--- config.mk ---
export PLATFORM = sky130hd
export DESIGN_NAME = router_pkt_tx
export DESIGN_NICKNAME = d
export VERILOG_FILES = /design/src/rtl/router_pkt_tx.sv
export SDC_FILE = /design/constraint.sdc
export NUM_CORES = 1
export LEC_CHECK = 0
export ABC_CLOCK_PERIOD_IN_PS = 3500
export CAP_MARGIN = 20
export CORE_ASPECT_RATIO = 0.9
export CORE_UTILIZATION = 30
export DETAILED_ROUTE_END_ITERATION = 7
export DONT_BUFFER_PORTS = 1
export GPL_TIMING_DRIVEN = 0
export PLACE_DENSITY_LB_ADDON = 0.2
export SLEW_MARGIN = 10
export SYNTH_ARGS = -nofsm -noshare
export SYNTH_HDL_FRONTEND = slang
export SYNTH_SLANG_ARGS = --single-unit
--- constraint.sdc ---
create_clock -name clock -period 3.5 [get_ports clock]
set_clock_uncertainty 0.1 [all_clocks]
set_input_delay 0.175 -clock clock [delete_from_list [all_inputs] [get_ports clock]]
set_output_delay 0.175 -clock clock [all_outputs]
set_load 0.01 [all_outputs]
--- src/rtl/router_pkt_tx.sv ---
// Router 1x3 packet source: buffers a payload, then streams header, payload and
// parity into the router input port while honouring busy back-pressure.
module router_pkt_tx #(
    parameter int MAX_LEN = 63
) (
    input  logic       clock,
    input  logic       resetn,
    input  logic       soft_reset,
    input  logic       start,
    input  logic [1:0] dest_addr,
    input  logic [5:0] payload_len,
    input  logic       wr_en,
    input  logic [7:0] wr_data,
    input  logic       busy,
    output logic [7:0] data_out,
    output logic       pkt_valid,
    output logic       ready,
    output logic       load_req,
    output logic       tx_done,
    output logic       len_err
);

    typedef enum logic [2:0] {
        S_IDLE    = 3'd0,
        S_FILL    = 3'd1,
        S_HEADER  = 3'd2,
        S_PAYLOAD = 3'd3,
        S_PARITY  = 3'd4,
        S_DONE    = 3'd5
    } state_e;

    localparam logic [6:0] MAX_LEN_C = 7'(MAX_LEN);

    state_e     state_q, state_d;
    logic [1:0] addr_q, addr_d;
    logic [5:0] len_q, len_d;
    logic [5:0] wptr_q, wptr_d;
    logic [5:0] rptr_q, rptr_d;
    logic [7:0] parity_q, parity_d;
    logic [7:0] dout_q, dout_d;
    logic       valid_q, valid_d;
    logic       lerr_q, lerr_d;
    logic [7:0] buf_q [64];

    logic       buf_we_s;
    logic       len_bad_s;
    logic       fill_last_s;
    logic [7:0] hdr_s;
    logic [7:0] start_hdr_s;
    logic [7:0] rd_byte_s;

    assign len_bad_s   = (payload_len == 6'd0) || ({1'b0, payload_len} > MAX_LEN_C);
    assign fill_last_s = (({1'b0, wptr_q} + 7'd1) == {1'b0, len_q});
    assign hdr_s       = {len_q, addr_q};
    assign start_hdr_s = {payload_len, dest_addr};
    assign rd_byte_s   = buf_q[rptr_q];

    // Next-state, datapath and output-register computation
    always_comb begin
        state_d  = state_q;
        addr_d   = addr_q;
        len_d    = len_q;
        wptr_d   = wptr_q;
        rptr_d   = rptr_q;
        parity_d = parity_q;
        dout_d   = dout_q;
        valid_d  = valid_q;
        lerr_d   = 1'b0;
        buf_we_s = 1'b0;
        if (soft_reset) begin
            state_d  = S_IDLE;
            wptr_d   = 6'd0;
            rptr_d   = 6'd0;
            parity_d = 8'd0;
            dout_d   = 8'd0;
            valid_d  = 1'b0;
        end else begin
            case (state_q)
                S_IDLE: begin
                    dout_d  = 8'd0;
                    valid_d = 1'b0;
                    if (start) begin
                        if (len_bad_s) begin
                            lerr_d = 1'b1;
                        end else begin
                            addr_d   = dest_addr;
                            len_d    = payload_len;
                            wptr_d   = 6'd0;
                            parity_d = start_hdr_s;
                            state_d  = S_FILL;
                        end
                    end else begin
                        state_d = S_IDLE;
                    end
                end
                S_FILL: begin
                    if (wr_en) begin
                        buf_we_s = 1'b1;
                        parity_d = parity_q ^ wr_data;
                        wptr_d   = wptr_q + 6'd1;
                        if (fill_last_s) begin
                            state_d = S_HEADER;
                            dout_d  = hdr_s;
                            valid_d = 1'b1;
                        end else begin
                            state_d = S_FILL;
                        end
                    end else begin
                        state_d = S_FILL;
                    end
                end
                S_HEADER: begin
                    if (!busy) begin
                        dout_d  = buf_q[0];
                        rptr_d  = 6'd1;
                        state_d = S_PAYLOAD;
                    end else begin
                        state_d = S_HEADER;
                    end
                end
                S_PAYLOAD: begin
                    if (!busy) begin
                        // rptr already points past the byte being accepted
                        if (rptr_q == len_q) begin
                            dout_d  = parity_q;
                            valid_d = 1'b0;
                            state_d = S_PARITY;
                        end else begin
                            dout_d = rd_byte_s;
                            rptr_d = rptr_q + 6'd1;
                        end
                    end else begin
                        state_d = S_PAYLOAD;
                    end
                end
                S_PARITY: begin
                    if (!busy) begin
                        dout_d  = 8'd0;
                        state_d = S_DONE;
                    end else begin
                        state_d = S_PARITY;
                    end
                end
                S_DONE: begin
                    state_d = S_IDLE;
                end
                default: begin
                    state_d = S_IDLE;
                    dout_d  = 8'd0;
                    valid_d = 1'b0;
                end
            endcase
        end
    end

    // Control and output registers
    always_ff @(posedge clock or negedge resetn) begin
        if (!resetn) begin
            state_q  <= S_IDLE;
            addr_q   <= 2'd0;
            len_q    <= 6'd0;
            wptr_q   <= 6'd0;
            rptr_q   <= 6'd0;
            parity_q <= 8'd0;
            dout_q   <= 8'd0;
            valid_q  <= 1'b0;
            lerr_q   <= 1'b0;
        end else begin
            state_q  <= state_d;
            addr_q   <= addr_d;
            len_q    <= len_d;
            wptr_q   <= wptr_d;
            rptr_q   <= rptr_d;
            parity_q <= parity_d;
            dout_q   <= dout_d;
            valid_q  <= valid_d;
            lerr_q   <= lerr_d;
        end
    end

    // Payload buffer write port
    always_ff @(posedge clock) begin
        if (buf_we_s) begin
            buf_q[wptr_q] <= wr_data;
        end
    end

    assign data_out  = dout_q;
    assign pkt_valid = valid_q;
    assign len_err   = lerr_q;
    assign ready     = (state_q == S_IDLE);
    assign load_req  = (state_q == S_FILL);
    assign tx_done   = (state_q == S_DONE);

endmodule

* After elaboration in Yosys (flattened, before gate mapping)
Memory sizes are Yosys's and may differ from the RTL's.
Index checks and enable logic that the tools add are counted.
** Storage, ports and cells
- Flip-flop bits (word level) :: 41
- Latch bits :: 0
- Memory bits (writable) :: 512
- Bits in read-only memories :: 0
- Bits of input ports :: 22
- Output and inout bits :: 13
- Logic and storage cells :: 95
- Memories kept :: 1
** Memories
- buf_q :: depth 64, width 8, read ports 2, clocked after memory_dff 0, wr ports 1, line 43 : logic [7:0] buf_q [64];
** Operators by class
- $add $sub $neg :: 3
- $mul :: 0
- Div/mod/pow operators :: 0
- Order comparisons :: 0
- Eq/ne operators :: 20
- Shifts and indexed selects :: 0
- Muxes and demuxes :: 48
- Bitwise operators :: 3
- Reductions and logical operators :: 11
** Operators by type and width (count)
- 8-bit 2-to-1 mux :: 11
- 6-bit 2-to-1 mux :: 8
- 8-bit case mux with 5 select lines :: 1
- 3-bit inequality test, second input constant :: 8
- 6-bit case mux with 2 select lines :: 2
- 3-bit 2-to-1 mux :: 6
- 1-bit 2-to-1 mux :: 16
- 8-bit case mux with 2 select lines :: 1
- 3-bit case mux with 5 select lines :: 1
- 6-bit by 1-bit adder with 6-bit output, second input constant :: 2
- 4-bit AND reduction :: 3
- 4-bit inequality test, second input constant :: 2
- 8-bit bitwise XOR :: 1
- 6-bit by 1-bit adder with 7-bit output, second input constant :: 1
- 7-bit by 6-bit == test with 1-bit output :: 1
- 3-bit by 2-bit == test with 1-bit output, second input constant :: 2
- 3-bit == test, second input constant :: 2
- 6-bit == test :: 1
- 6-bit logical NOT :: 1
- 6-bit AND reduction :: 1
- 3-bit nonzero test :: 2
- 5-bit AND reduction :: 1
- 3-bit by 1-bit == test with 1-bit output, second input constant :: 1
- 3-bit logical NOT :: 1
- other kinds (8) :: 9

* Logic depth before layout (Yosys ltp)
Gate-level depths: netlist (run 1).
- Depth after elaboration :: 6
- Mapped depth :: 9
- Gate-level depth less buffers :: 7

* Least setup slack after synthesis (run 1)
Ideal clock, no wire load.
- Path kind :: flip-flop to flip-flop
- From :: reg state_q[2]
- To :: mem buf_q[63][0] (enable)
- Library setup time :: 370 ps
- Data arrival time :: 2292 ps
- Data required time :: 3030 ps
- Slack :: 737 ps
- Stages on the path, launching flop included :: 9
- Path buffers :: 3
- Clock period less this slack :: 2763 ps
- Cells stage by stage :: dfrtp_1 > buf_2 > or3b_2 > buf_2 > nor2_1 > nand2_1 > or2_2 > buf_2 > nor2_1
** Between the ends
- Cells in the longest elaborated chain, start to end :: 5
** RTL lines
- start, declared :: line 34 : state_e state_q, state_d;
- start signal, assigned :: line 169 : state_q <= state_d;
- 3-bit by 1-bit == test with 1-bit output :: line 78 : case (state_q)
- 1-bit 2-to-1 mux :: line 78
- 1-bit 2-to-1 mux :: line 70 : if (soft_reset) begin
- 1-bit 2-to-1 mux :: line 183 : if (buf_we_s) begin
- 1-bit 2-to-1 mux (not written as such) :: line 184 : buf_q[wptr_q] <= wr_data;
- end, declared :: line 43
Every way passes these cells.

* Final worst setup path (run 1)
- From :: reg state_q[2]
- To :: mem buf_q[6][4] (enable)
The elaborated chain is that of the path after synthesis.

==> run summary, run 1 <==
For the sequential standard cell area, the log shows 16400 µm². The kind of capture point of the worst setup path was a register. The logs give 1372 for the final net count and 278 MHz for the achievable frequency. For the worst setup path, the data required time is 3640 ps. Along the worst hold path, the cell count comes to 5. The kind of cell with the highest combined delay along the critical path is simple AND/OR/NAND/NOR gates. The pin count of the biggest net entering global routing was 67.

The max-slew violation count was 0; the width of the die was 291 µm. The sequential share of the synthesized area was 73.0%. The largest stage delay on the critical path came out at 680 ps.

The post-detailed-routing wire length was 62400 µm; the number of buffers created by CTS was 57. Count of nets left with antenna violations after detail routing: 0. Worst setup slack after layout: -94.9 ps.

The initial antenna violation count was 0. TritonCTS built the clock tree. The clock sink count came out at 553. For the peak supply drop, the log shows 0.000393 V. The critical path in this run is classified as register to register. Of the post-synthesis cell area, the dominant cell type holds 68.4%. The initial utilization of the core area, before any placement, comes to 30.5%. Detailed routing inserted a total of 12200 vias.

The transition time at the pin with the least slew margin was 953 ps; the total DRC errors in the routed layout was 0. For the leakage power of the design, the log shows 8.05 nW. For this run, the number of Yosys warnings is 0.

In the final timing run, aggregate negative setup slack is -1620 ps. In this run the cell area of the synthesized design comes to 22500 µm². Setup repair after global routing could not meet its margin everywhere. The floorplan step defined a core boundary enclosing 73600 µm². Counting flops with an async set or reset pin after synthesis yields a share of 7.41%. For this design, the slowest cell found on the critical path is sky130_fd_sc_hd__nor2_2. The pre-antenna-repair detailed-routing pass consisted of 5 iterations. Most common library cell in the layout ignoring fill and taps: sky130_fd_sc_hd__edfxtp_1.

The shortest clock period the worst path allows after layout was 3590 ps. The tool flagged a number of max-cap violations equal to 0. Maximum fanout along the worst path: 10. The number of nets handed over by synthesis was 1274.

The first global-routing pass estimated 89400 µm of wire. Synthesis produced 1250 cells. The minimum hold slack is 35.2 ps. The worst hold path belongs to the class input pin to register. Measured against its own limit, the worst slew margin works out to 36.0%. Traced cell by cell, the critical path runs through buf_2 > or3b_2 > buf_2 > nor2_1 > and2_1 > nand3_2 > nor2_2. The most numerous cell type found on the critical path is sky130_fd_sc_hd__buf_2. The multi-input combinational cells in the finished layout cover a total of 6230 µm².

The count of input and output buffers came out at 0. Counting flops and latches in the post-synthesis netlist gives 553. The fraction of final layout cells with drive strength greater than 1 is 27.2%. The logs give 610 ps for the clock network latency to the later pin of the worst-skew pair and 6887 for the count of fill cells added during filler insertion. The power density over cell area came out at 514 nW/µm². After the flow finishes, the layout carries non-filler instances totaling 2352. Critical path launch point type: a register. The average wire length per cell after detail routing is 26.5 µm, and the critical path data arrival time is 3730 ps. Relative to the synthesized area, the layout overhead comes to 18.3%. The count of flip-flops with a built-in enable after synthesis is 512. The cell row count was 94. The die is 262 µm tall. CTS placed an instance of sky130_fd_sc_hd__clkbuf_16 at the clock tree root. The most common flop cell mapped by yosys was sky130_fd_sc_hd__edfxtp_1. The tools report the number of global-route vias before repair as 12200. Prior to clock tree synthesis, the placed netlist has a worst setup slack of -681 ps. After the first detailed-routing iteration, the DRC count stood at 1010. The dominant cell type by area after synthesis was sky130_fd_sc_hd__edfxtp_1.

The clock tree synthesis step divided the H-tree into 2 levels. Leaving out fill and tap cells, the most frequent cells in the layout are 512 x sky130_fd_sc_hd__edfxtp_1, 98 x sky130_fd_sc_hd__mux4_2, 58 x sky130_fd_sc_hd__mux2_2, 58 x sky130_fd_sc_hd__clkbuf_16, 56 x sky130_fd_sc_hd__nor2_4. The all-layer global routing usage came out at 16.4%.

The total count of hold-check failures in the final report is 0. The mean post-synth cell area is 18.0 µm², and the total die area is 76000 µm². The count of cell instances traversed by the critical path was 7. The flow ran to the end, but the final reports show violations.

Global routing finished with a remaining overflow of 0. 35 I/O pins were placed. In the routed layout, each cell is associated on average with a via count of 5.17. The HPWL after detailed placement is 40300 µm. Dividing the final minimum period by the clock period gives 103%.

Yosys mapped the design onto 54 distinct sky130hd cell types. The checks that failed: setup timing. The number of buffers and inverters on the critical path is 2.

The tools report the final count of negative-setup-slack endpoints as 32. Sorting the synthesized cells by area gives the leading types as sky130_fd_sc_hd__edfxtp_1 68%, sky130_fd_sc_hd__mux4_2 9.8%, sky130_fd_sc_hd__dfrtp_1 4.6%. In this run the deepest clock path goes through 3 buffers. The worst register-to-register path has a depth of 7. The clock-pin transition on the worst setup and hold timing paths is 60 ps, and the routability congestion estimate from global placement is 0.823. Once placement completed, the tool counted placed cells totaling 2213.
-- report_power, final --
group          total [mW]  internal, mW  switching [mW]
combinational       0.431         0.149           0.282
sequential           7.31          7.26          0.0560
clock                5.92          3.36            2.56
-- synthesized netlist by cell type, drive strengths merged (3+ instances only) --
cell / instances
nor3b: 8
dfrtp: 41
nor3: 11
a221oi: 9
o31ai: 4
a22o: 12
nor4: 4
clkbuf: 24
or3: 4
or2: 6
mux2: 58
nand3: 22
nand2: 35
a31oi: 3
a221o: 8
a22oi: 12
and2: 3
mux2i: 42
buf: 46
xor2: 11
o22ai: 29
a2111oi: 6
inv: 3
a21oi: 20
and3: 5
a211oi: 6
nand3b: 5
o21ai: 47
xnor2: 4
nand2b: 6
nor2: 107
edfxtp: 512
mux4: 98
nor2b: 19
-- path summary, 6_finish.rpt --
check                      startpoint          end  slack, ps
setup / recovery           state_q[2]  buf_q[6][4]        -90
hold / removal                  wr_en    pkt_valid         40
setup reg to reg           state_q[2]  buf_q[6][4]        -90
hold reg to reg             addr_q[0]    addr_q[0]        420
max in group asynchronous      resetn    wptr_q[5]       1390
min in group asynchronous      resetn  parity_q[2]        540
-- repair_timing --
item / 4_1_cts / 5_1_grt
setup buffers: 0 / 4
hold buffers: 31 / 0
setup endpoints to repair: 490 / 476
resized for setup: 81 / 69
cloned: 0 / 0
hold endpoints to repair: 581 / 0
pin swaps: 0 / 3
-- cell type report --
cell class / count / share of cell area (%)
multi-input cells: 624 / 23.4
clock buffers: 67 / 5.66
repair buffers: 39 / 2.16
inverters: 3 / 0.0424
plain buffers: 70 / 1.39
clock inverters: 35 / 1.09
well taps: 960 / 4.52
flip-flops and latches: 553 / 61.7
diodes: 1 / 0.00941
-- layer usage --
layer,global-route usage (%),share of wire [%],vias to the layer above
met5,0,0,-
met4,3.75,1.9,0
met3,4.08,7.1,88
met2,25.2,45,356
met1,23.4,46,6457
li1,-,-,5260
-- cell families (layout without fill, tap and decap cells) --
kind of cell / Yosys count / after routing / synth area share [%]
simple gates: 241 / 241 / 5.10
compound gates: 168 / 168 / 5.06
buf+inv: 73 / 214 / 1.59
flops: 553 / 553 / 73.0
fa+ha+maj: 2 / 2 / 0.111
xor+xnor: 15 / 15 / 0.584
other cells: 0 / 1 / 0
mux: 198 / 198 / 14.6
-- through the flow --
stage / instance area [µm²] / total power, mW / util [%]
2_1_floorplan: 22500 / 7.61 / -
3_3_place_gp: 23700 / 7.69 / 32.2
3_5_place_dp: 23700 / 7.70 / 32.2
4_1_cts: 26200 / 13.8 / 35.6
5_1_grt: 26600 / 14.1 / 36.1
6_report: 26600 / 13.7 / 36.1
-- worst register-to-register path, cell delays in order (launching register included) --
cell and delay [ps]:
sky130_fd_sc_hd__dfrtp_1 370, sky130_fd_sc_hd__buf_2 170, sky130_fd_sc_hd__or3b_2 490, sky130_fd_sc_hd__buf_2 210, sky130_fd_sc_hd__nor2_1 280, sky130_fd_sc_hd__and2_1 330, sky130_fd_sc_hd__nand3_2 590, sky130_fd_sc_hd__nor2_2 690
-- flip-flops by register name, indices dropped and copies added, names as in the netlist --
signal     cells
data_out       8
len_q          6
wptr_q         6
buf_q        512
state_q        3
len_err        1
rptr_q         6
parity_q       8
pkt_valid      1
addr_q         2
No activity file was read; power rests on OpenSTA's default activity.
==> run 2, diff against run 1 <==
ABC_AREA = 1   (was default)
ABC_CLOCK_PERIOD_IN_PS = default   (was 3500)
==> run summary, run 2 <==
The maximum fanout along the worst path was 9 (-1); the boundary pin count was 35 (unchanged). The power density over cell area was 499 nW/µm² (-2.8%). Clock sink count: 553 (unchanged). For the distinct cell type count of the synthesized netlist, the log shows 41 (-24%). The max-slew violation count came out at 0 (unchanged).

The core occupancy in the finished layout is 35.3% (-0.81 points), and the power share of the sequential group is 52.1% (-1.4 points). The worst setup path is launched from a register. Top register by number of flip-flops: buf_q.

For the post-synthesis instance area, the log shows 24100 µm² (+7.0%). The clock tree root driver cell was sky130_fd_sc_hd__clkbuf_16. The logs give 0 (unchanged) for the total DRC errors in the routed layout and 3 (unchanged) for the clock tree buffer depth.

The count of flip-flops with a built-in enable after synthesis is 512 (unchanged), and the first-pass iteration count of the detailed router is 6 (+1). The flow ran to the end, and the final reports show no timing, DRC or antenna violations. Total count of hold-check failures in the final report: 0 (unchanged). The biggest area contributor in the post-synthesis netlist is sky130_fd_sc_hd__edfxtp_1. The top cell type's share of synthesized area works out to 63.9% (-4.5 points).

Width of the die: 301 µm (+3.4%). The kind of capture point of the worst setup path is a register. The die span in y was 271 µm (+3.4%). The logs give 66 (-1.5%) for the pin count of the biggest net entering global routing and 81300 µm² (+7.0%) for the total die area. The largest stage delay on the critical path came out at 990 ps (+310 ps). Source of the worst hold timing path: payload_len[3]. The run gives 3660 ps (+20 ps) as the endpoint required time on the critical path.

The internal power contribution was 10.9 mW (+1.4%). The library cells used most frequently in the layout, excluding fill and tap cells, are 809 x sky130_fd_sc_hd__nand2_1, 512 x sky130_fd_sc_hd__edfxtp_1, 319 x sky130_fd_sc_hd__nand3_1. The share of flip-flops with an asynchronous set or reset after synthesis was 7.41% (unchanged). The run gives 70 ps (+160 ps) as the worst reg-to-reg setup slack. Starting density of the core: 30.3% (-0.25 points). Sorting the synthesized cells by area gives the leading types as sky130_fd_sc_hd__edfxtp_1 64%, sky130_fd_sc_hd__nand2_1 13%, sky130_fd_sc_hd__nand3_1 6.6%. The number of global-route vias before repair came out at 16800 (+38%). By count the netlist is led by 809 x sky130_fd_sc_hd__nand2_1, 512 x sky130_fd_sc_hd__edfxtp_1, 319 x sky130_fd_sc_hd__nand3_1, 200 x sky130_fd_sc_hd__inv_1, 126 x sky130_fd_sc_hd__nor2_1. The tools report the endpoint of the worst hold path as len_q[0]. For the placeable core region, the log shows 79500 µm² (+7.9%). Slowest cell on the critical path: sky130_fd_sc_hd__nor2_1. The synthesized net count is 2346 (+84%), and the count of synthesis-stage warnings from yosys is 0 (unchanged).

The proportion of power drawn by combinational gates was 3.4% (+0.2 points); the total half-perimeter wirelength after legalization and detailed placement was 51800 µm (+29%). The final net count was 2459 (+79%); the fraction of final layout cells with drive strength greater than 1 was 10.7% (-16 points). The clock-pin transition on the worst setup and hold timing paths is 70 ps (about the same). Vias per cell: 4.89 (-5.4%). Most common library cell in the layout ignoring fill and taps: sky130_fd_sc_hd__nand2_1. Traced cell by cell, the critical path runs through nor2_1 > nand2_1 > nor2_1 > inv_1 > nor2_2 > nand2_1 > nor2_1. The fraction of power spent switching nets works out to 22.1% (+0.86 points). In this run the critical register-to-register path is captured at buf_q[55][7]. Shortest clock period the worst path allows after layout: 3430 ps (-162 ps).

The H-tree depth reported by CTS is 2 (unchanged), and the violation count after the first detailed-route iteration is 1588 (+57%). Post-detailed-routing wire length: 77300 µm (+24%). Mean post-synth cell area: 10.4 µm² (-42%). The most repeated cell in the gate-level netlist after synthesis was sky130_fd_sc_hd__nand2_1. The all-layer global routing usage was 19.1% (+2.7 points). The logs give 68.2% (-4.8 points) for the sequential share of the synthesized area and 113000 µm (+27%) for the first-pass GRT wire length. The clock network latency to the later pin of the worst-skew pair was 650 ps (+40 ps); the count of nets left with antenna violations after detail routing was 0 (unchanged). The tools report the total of max-cap violations as 0 (unchanged). The depth of the worst register-to-register path is 7 (unchanged), and the final worst-path cycle share is 98.1% (-4.6 points).

For the routability congestion estimate from global placement, the log shows 0.923 (+12%). Class of the worst hold path: input pin to register. The relative area change from synthesis to final layout is 16.5%, and the count of input and output buffers is 0 (unchanged). Startpoint of the worst-slack reg-to-reg timing path: state_q[1]. The logs give 98 (+4.3%) for the cell row count and 27.9% (-8.1 points) for the relative slew slack.

The number of buffers created by CTS is 57 (unchanged). Transition time at the pin with the least slew margin: 1080 ps (+128 ps). The path type of the worst setup path was register to register. The run gives 10.9 nW (+36%) as the leakage power of the design.

For the achievable frequency, the log shows 291 MHz (+4.7%). The minimum hold slack was 39.6 ps (+4.39 ps); the net switching power of the design was 3.09 mW (+6.7%). The cell count after synthesis was 2322 (+86%). Among all flip-flop cells after synthesis, the most frequent one is sky130_fd_sc_hd__edfxtp_1. In this design, the critical path's most frequently occurring cell is sky130_fd_sc_hd__nor2_1. Number of flip-flops under the largest register name: 512 (unchanged). The share of power burned in the clock network is 44.5% (+1.2 points), and the critical path data arrival time is 3600 ps (-130 ps).

For the count of vias placed by the detailed router, the log shows 17300 (+42%). The run gives 0 (unchanged) as the sum of overflow across all layers after global routing. The post-synthesis register bit count works out to 553 (unchanged). The number of antenna repair diodes is 0 (-1), and the depth of the worst hold-timing path is 5 (unchanged). Setup repair after global routing could not meet its margin everywhere. Initial antenna violation count: 0 (unchanged). The average wire length per cell after detail routing was 21.9 µm (-17%); the peak supply drop was 0.000374 V (-4.7%). The run gives 0 (-100%) as the final count of negative-setup-slack endpoints. TritonCTS built the clock tree.
==> run 2: cell count changes after synthesis, sizes merged, moves of 34 or more <==
cell	previous run	this run
nand2	35	815
nand3	22	322
inv	3	208
mux4	98	0
mux2	58	0
buf	46	89
mux2i	42	0
a21oi	20	54
==> run 2: critical path: cells and delay by family, from the launching register on <==
kind | cells | cell delay, ps
buf+inv | 1 | 100
flops | 1 | 420
simple gates | 6 | 2430
==> run 2: power by group through the flow <==
| stage | clock (mW) | combinational (mW) | sequential, mW |
|---|---|---|---|
| CTS | 6.34 | 0.476 | 7.29 |
| global route | 6.57 | 0.516 | 7.29 |
| global placement | 0 | 0.258 | 7.43 |
| finish | 6.24 | 0.472 | 7.30 |
| detailed placement | 0 | 0.260 | 7.43 |
| floorplan | 0 | 0.180 | 7.42 |
==> run 2: worst max-delay path by stage <==
stage	slack (ps)	from	depth (start not counted)	endpoint
3_3_place_gp	-240	state_q[1]	7	buf_q[42][4]
5_1_grt	-160	state_q[1]	7	buf_q[63][2]
6_report	70	state_q[1]	7	buf_q[55][7]
3_5_place_dp	-280	state_q[1]	7	buf_q[51][2]
2_1_floorplan	1240	state_q[2]	7	buf_q[0][0]
4_1_cts	-190	state_q[1]	7	buf_q[54][0]
==> run 2: layer usage <==
metal	wire length [µm]	vias up	share of wire [%]	global-route usage (%)
met5	0	-	0	0
met4	2000	0	2.6	5.08
met3	4690	119	6.1	2.83
met2	34900	595	45	29.8
met1	35700	8525	46	27.5
li1	-	8025	-	-
==> run 2: cells by family (layout without fill, tap and decap cells) <==
family                   after synthesis  in the layout  share of synthesized area, %
adder cells (fa/ha/maj)                2              2                         0.104
AO/OA/AOI/OAI                        139            139                          3.29
AND/OR/NAND/NOR                     1292           1292                          22.4
flip-flops                           553            553                          68.2
XOR/XNOR                              13             13                         0.473
buffers and inverters                323            480                          5.61
==> run 2: timing repair <==
| action | in CTS | in global routing |
|---|---|---|
| hold buffers | 39 | 0 |
| hold endpoints to repair | 594 | 0 |
| buffers inserted | 10 | 5 |
| resized for setup | 37 | 8 |
| setup endpoints to repair | 401 | 152 |
| pin swaps | 2 | 2 |
==> run 2: stage by stage <==
| step | setup slack (ps) | TNS, ps | instance area, µm² | instances | power, mW |
|---|---|---|---|---|---|
| 6_report | 66.7 | 0 | 28000 | 3529 | 14.0 |
| 2_1_floorplan | 1240 | 0 | 24100 | 2322 | 7.60 |
| 5_1_grt | -164 | -3300 | 28000 | 3529 | 14.4 |
| 4_1_cts | -188 | -6660 | 28000 | 3524 | 14.1 |
| 3_3_place_gp | -242 | -29310 | 25400 | 3372 | 7.69 |
| 3_5_place_dp | -275 | -56270 | 25400 | 3372 | 7.69 |
==> run 2: area by class of cell <==
class	count	area (µm²)
multi-input combinational	1446	6430
tap	1050	1310
sequential	553	16400
inverter	211	795
buffer	112	556
timing repair buffer	54	678
clock inverter	38	413
fill	8034	51400
clock buffer	65	1460
==> run 3, diff against run 2 <==
CORE_MARGIN = 1.5   (was default)
==> run summary, run 3 (same netlist as run 2, synthesis figures left out) <==
The flow ran to the end, and the final reports show no timing, DRC or antenna violations. The sum of overflow across all layers after global routing was 0 (unchanged). The first-pass iteration count of the detailed router was 6 (unchanged); the number of flip-flops under the largest register name was 512 (unchanged). The count of vias placed by the detailed router came out at 17300 (+0.070%). The tools report the clock tree buffer depth as 3 (unchanged). The clock tree root driver cell was sky130_fd_sc_hd__clkbuf_16.

The clock sink count came out at 553 (unchanged). For the starting density of the core, the log shows 30.3% (unchanged). Achievable frequency: 288 MHz (-1.0%).

Leaving out fill and tap cells, the most frequent cell in the layout is sky130_fd_sc_hd__nand2_1. Placeable core region: 79500 µm² (unchanged). Class of the worst hold path: input pin to register.

buf_q holds more flip-flops than any other register. The post-detailed-routing wire length is 77300 µm (about the same), and the violation count after the first detailed-route iteration is 1776 (+12%). For the boundary pin count, the log shows 35 (unchanged).

The width of the die was 302 µm (+0.33%); the final count of negative-setup-slack endpoints was 0 (unchanged). The run gives 3640 ps (-20 ps) as the endpoint required time on the critical path. The logs give 0 (unchanged) for the total count of hold-check failures in the final report and 0 (unchanged) for the total of max-cap violations. The H-tree depth reported by CTS is 2 (unchanged). The tools report the max-slew violation count as 0 (unchanged). For the clock network latency to the later pin of the worst-skew pair, the log shows 640 ps (about the same). Launching instance or port of the critical path: state_q[1]. TritonCTS built the clock tree. The vias per cell was 4.89 (about the same); the worst reg-to-reg setup slack was 30 ps (-40 ps). The die span in y works out to 272 µm (+0.37%). The cell row count is 98 (unchanged). The total half-perimeter wirelength after legalization and detailed placement was 51700 µm (-0.22%). Final worst-path cycle share: 99.1% (+1.0 points).

The run gives 0 (unchanged) as the number of antenna repair diodes. Setup repair after global routing could not meet its margin everywhere. The worst setup timing slack at the placement stage was -301 ps (-25.9 ps); the worst setup slack after layout was 31.5 ps (-35.1 ps). Routability congestion estimate from global placement: 0.910 (-1.5%). The run gives 81900 µm² (+0.70%) as the total die area.

The maximum fanout along the worst path is 9 (unchanged). Final net count: 2460 (+0.041%). The library cells used most frequently in the layout, excluding fill and tap cells, are 809 x sky130_fd_sc_hd__nand2_1, 512 x sky130_fd_sc_hd__edfxtp_1, 319 x sky130_fd_sc_hd__nand3_1. The worst setup path is captured at a register.

The endpoint identified for the worst register-to-register timing path is buf_q[47][3]. The transition time at the pin with the least slew margin is 1060 ps (-24.0 ps), and the core occupancy in the finished layout is 35.4% (+0.066 points). The power density over cell area was 496 nW/µm² (-0.59%). The peak supply drop was 0.000353 V (-5.6%); the shortest clock period the worst path allows after layout was 3470 ps (+35.1 ps). The most critical setup path has its endpoint at buf_q[47][3].

Fraction of final layout cells with drive strength greater than 1: 11.0% (+0.26 points). The average wire length per cell after detail routing was 21.9 µm (-0.15%); the relative area change from synthesis to final layout was 16.8%. The number of global-route vias before repair was 17000 (+0.87%); the critical path data arrival time was 3600 ps (about the same). The tools report the number of buffers created by CTS as 57 (unchanged).

The first-pass GRT wire length came out at 114000 µm (+0.15%). Total DRC errors in the routed layout: 0 (unchanged). The relative slew slack is 29.3% (+1.3 points). The pin count of the biggest net entering global routing was 66 (unchanged); the depth of the worst register-to-register path was 7 (unchanged). The worst setup path is launched from a register. The leakage power of the design was 11.0 nW (+0.25%). The tools report the startpoint of the worst-slack reg-to-reg timing path as state_q[1]. The count of fill cells added during filler insertion is 7951 (-1.0%). The all-layer global routing usage is 19.0% (-0.14 points), and the count of input and output buffers is 0 (unchanged). Initial antenna violation count: 0 (unchanged).

The setup path with the least slack is of type register to register. The count of nets left with antenna violations after detail routing was 0 (unchanged). The clock-pin transition on the worst setup and hold timing paths is 60 ps (about the same).
==> run 3: cell types whose count changed in the layout (fill, tap and decap cells not counted), moves of 2 or more <==
cell / previous run / this run
sky130_fd_sc_hd__clkbuf_8: 0 / 4
sky130_fd_sc_hd__bufinv_16: 7 / 5
sky130_fd_sc_hd__buf_12: 0 / 2
sky130_fd_sc_hd__nor2_2: 45 / 41
sky130_fd_sc_hd__nor2_1: 83 / 87
sky130_fd_sc_hd__inv_16: 3 / 1
sky130_fd_sc_hd__clkinvlp_4: 4 / 7
sky130_fd_sc_hd__clkinv_2: 12 / 15
sky130_fd_sc_hd__clkinv_1: 13 / 7
sky130_fd_sc_hd__clkinv_4: 1 / 3
==> run 3: worst min path at each step <==
stage                     startpoint     endpoint  slack, ps  cells after the start
after floorplan               resetn    addr_q[0]       -220                      0
after global placement        resetn      len_err       -220                      0
after detailed placement      resetn  parity_q[4]       -220                      0
after CTS                 soft_reset  parity_q[5]          6                      2
after global routing      soft_reset  parity_q[7]         50                      2
final                     soft_reset  parity_q[5]         20                      2
==> run 3: where the power goes <==
group,switching (mW),internal [mW],total [mW]
Combinational,0.328,0.137,0.466
Sequential,0.0381,7.25,7.29
Clock,2.72,3.47,6.19
==> run 3: through the flow <==
| step | std cells | instance area [µm²] | hold WS [ps] | setup TNS (ps) | power (mW) |
|---|---|---|---|---|---|
| after floorplan | 2322 | 24100 | -221 | 0 | 7.60 |
| after global routing | 3533 | 28100 | 46.3 | -2330 | 14.4 |
| after global placement | 3372 | 25400 | -220 | -47700 | 7.68 |
| final | 3533 | 28100 | 23.3 | 0 | 13.9 |
| after detailed placement | 3372 | 25400 | -220 | -50590 | 7.69 |
| after CTS | 3526 | 28000 | 6.13 | -7520 | 14.0 |
==> run 3: layout make-up <==
type | count | area [µm²] | share of cell area [%]
multi-input cells | 1446 | 6420 | 22.9
inverters | 211 | 795 | 2.83
repair buffers | 55 | 711 | 2.53
flip-flops and latches | 553 | 16400 | 58.4
clock buffers | 68 | 1510 | 5.37
well taps | 1050 | 1310 | 4.68
clock inverters | 38 | 392 | 1.39
plain buffers | 112 | 556 | 1.98
==> run 3: routing by layer <==
metal	part of all wire, %	up-vias	GRT usage, %
li1	-	8012	-
met4	2.7	0	5.32
met5	0	-	0
met2	45	547	29.8
met1	46	8592	26.7
met3	6.4	125	3.40
==> run 3: worst max-delay path, stage by stage, from the launching register on <==
cell	delay (ps)
sky130_fd_sc_hd__dfrtp_1	420
sky130_fd_sc_hd__nor2_1	150
sky130_fd_sc_hd__nand2_1	220
sky130_fd_sc_hd__nor2_1	250
sky130_fd_sc_hd__inv_1	100
sky130_fd_sc_hd__nor2_2	350
sky130_fd_sc_hd__nand2_1	520
sky130_fd_sc_hd__nor2_1	970
==> run 3: timing repair <==
| item | 4_1_cts | 5_1_grt |
|---|---|---|
| pin swaps | 3 | 3 |
| buffers inserted | 9 | 7 |
| hold buffers | 39 | 0 |
| endpoints found under the setup margin | 384 | 216 |
| gates resized for setup | 31 | 10 |
| endpoints found under the hold margin | 594 | 0 |
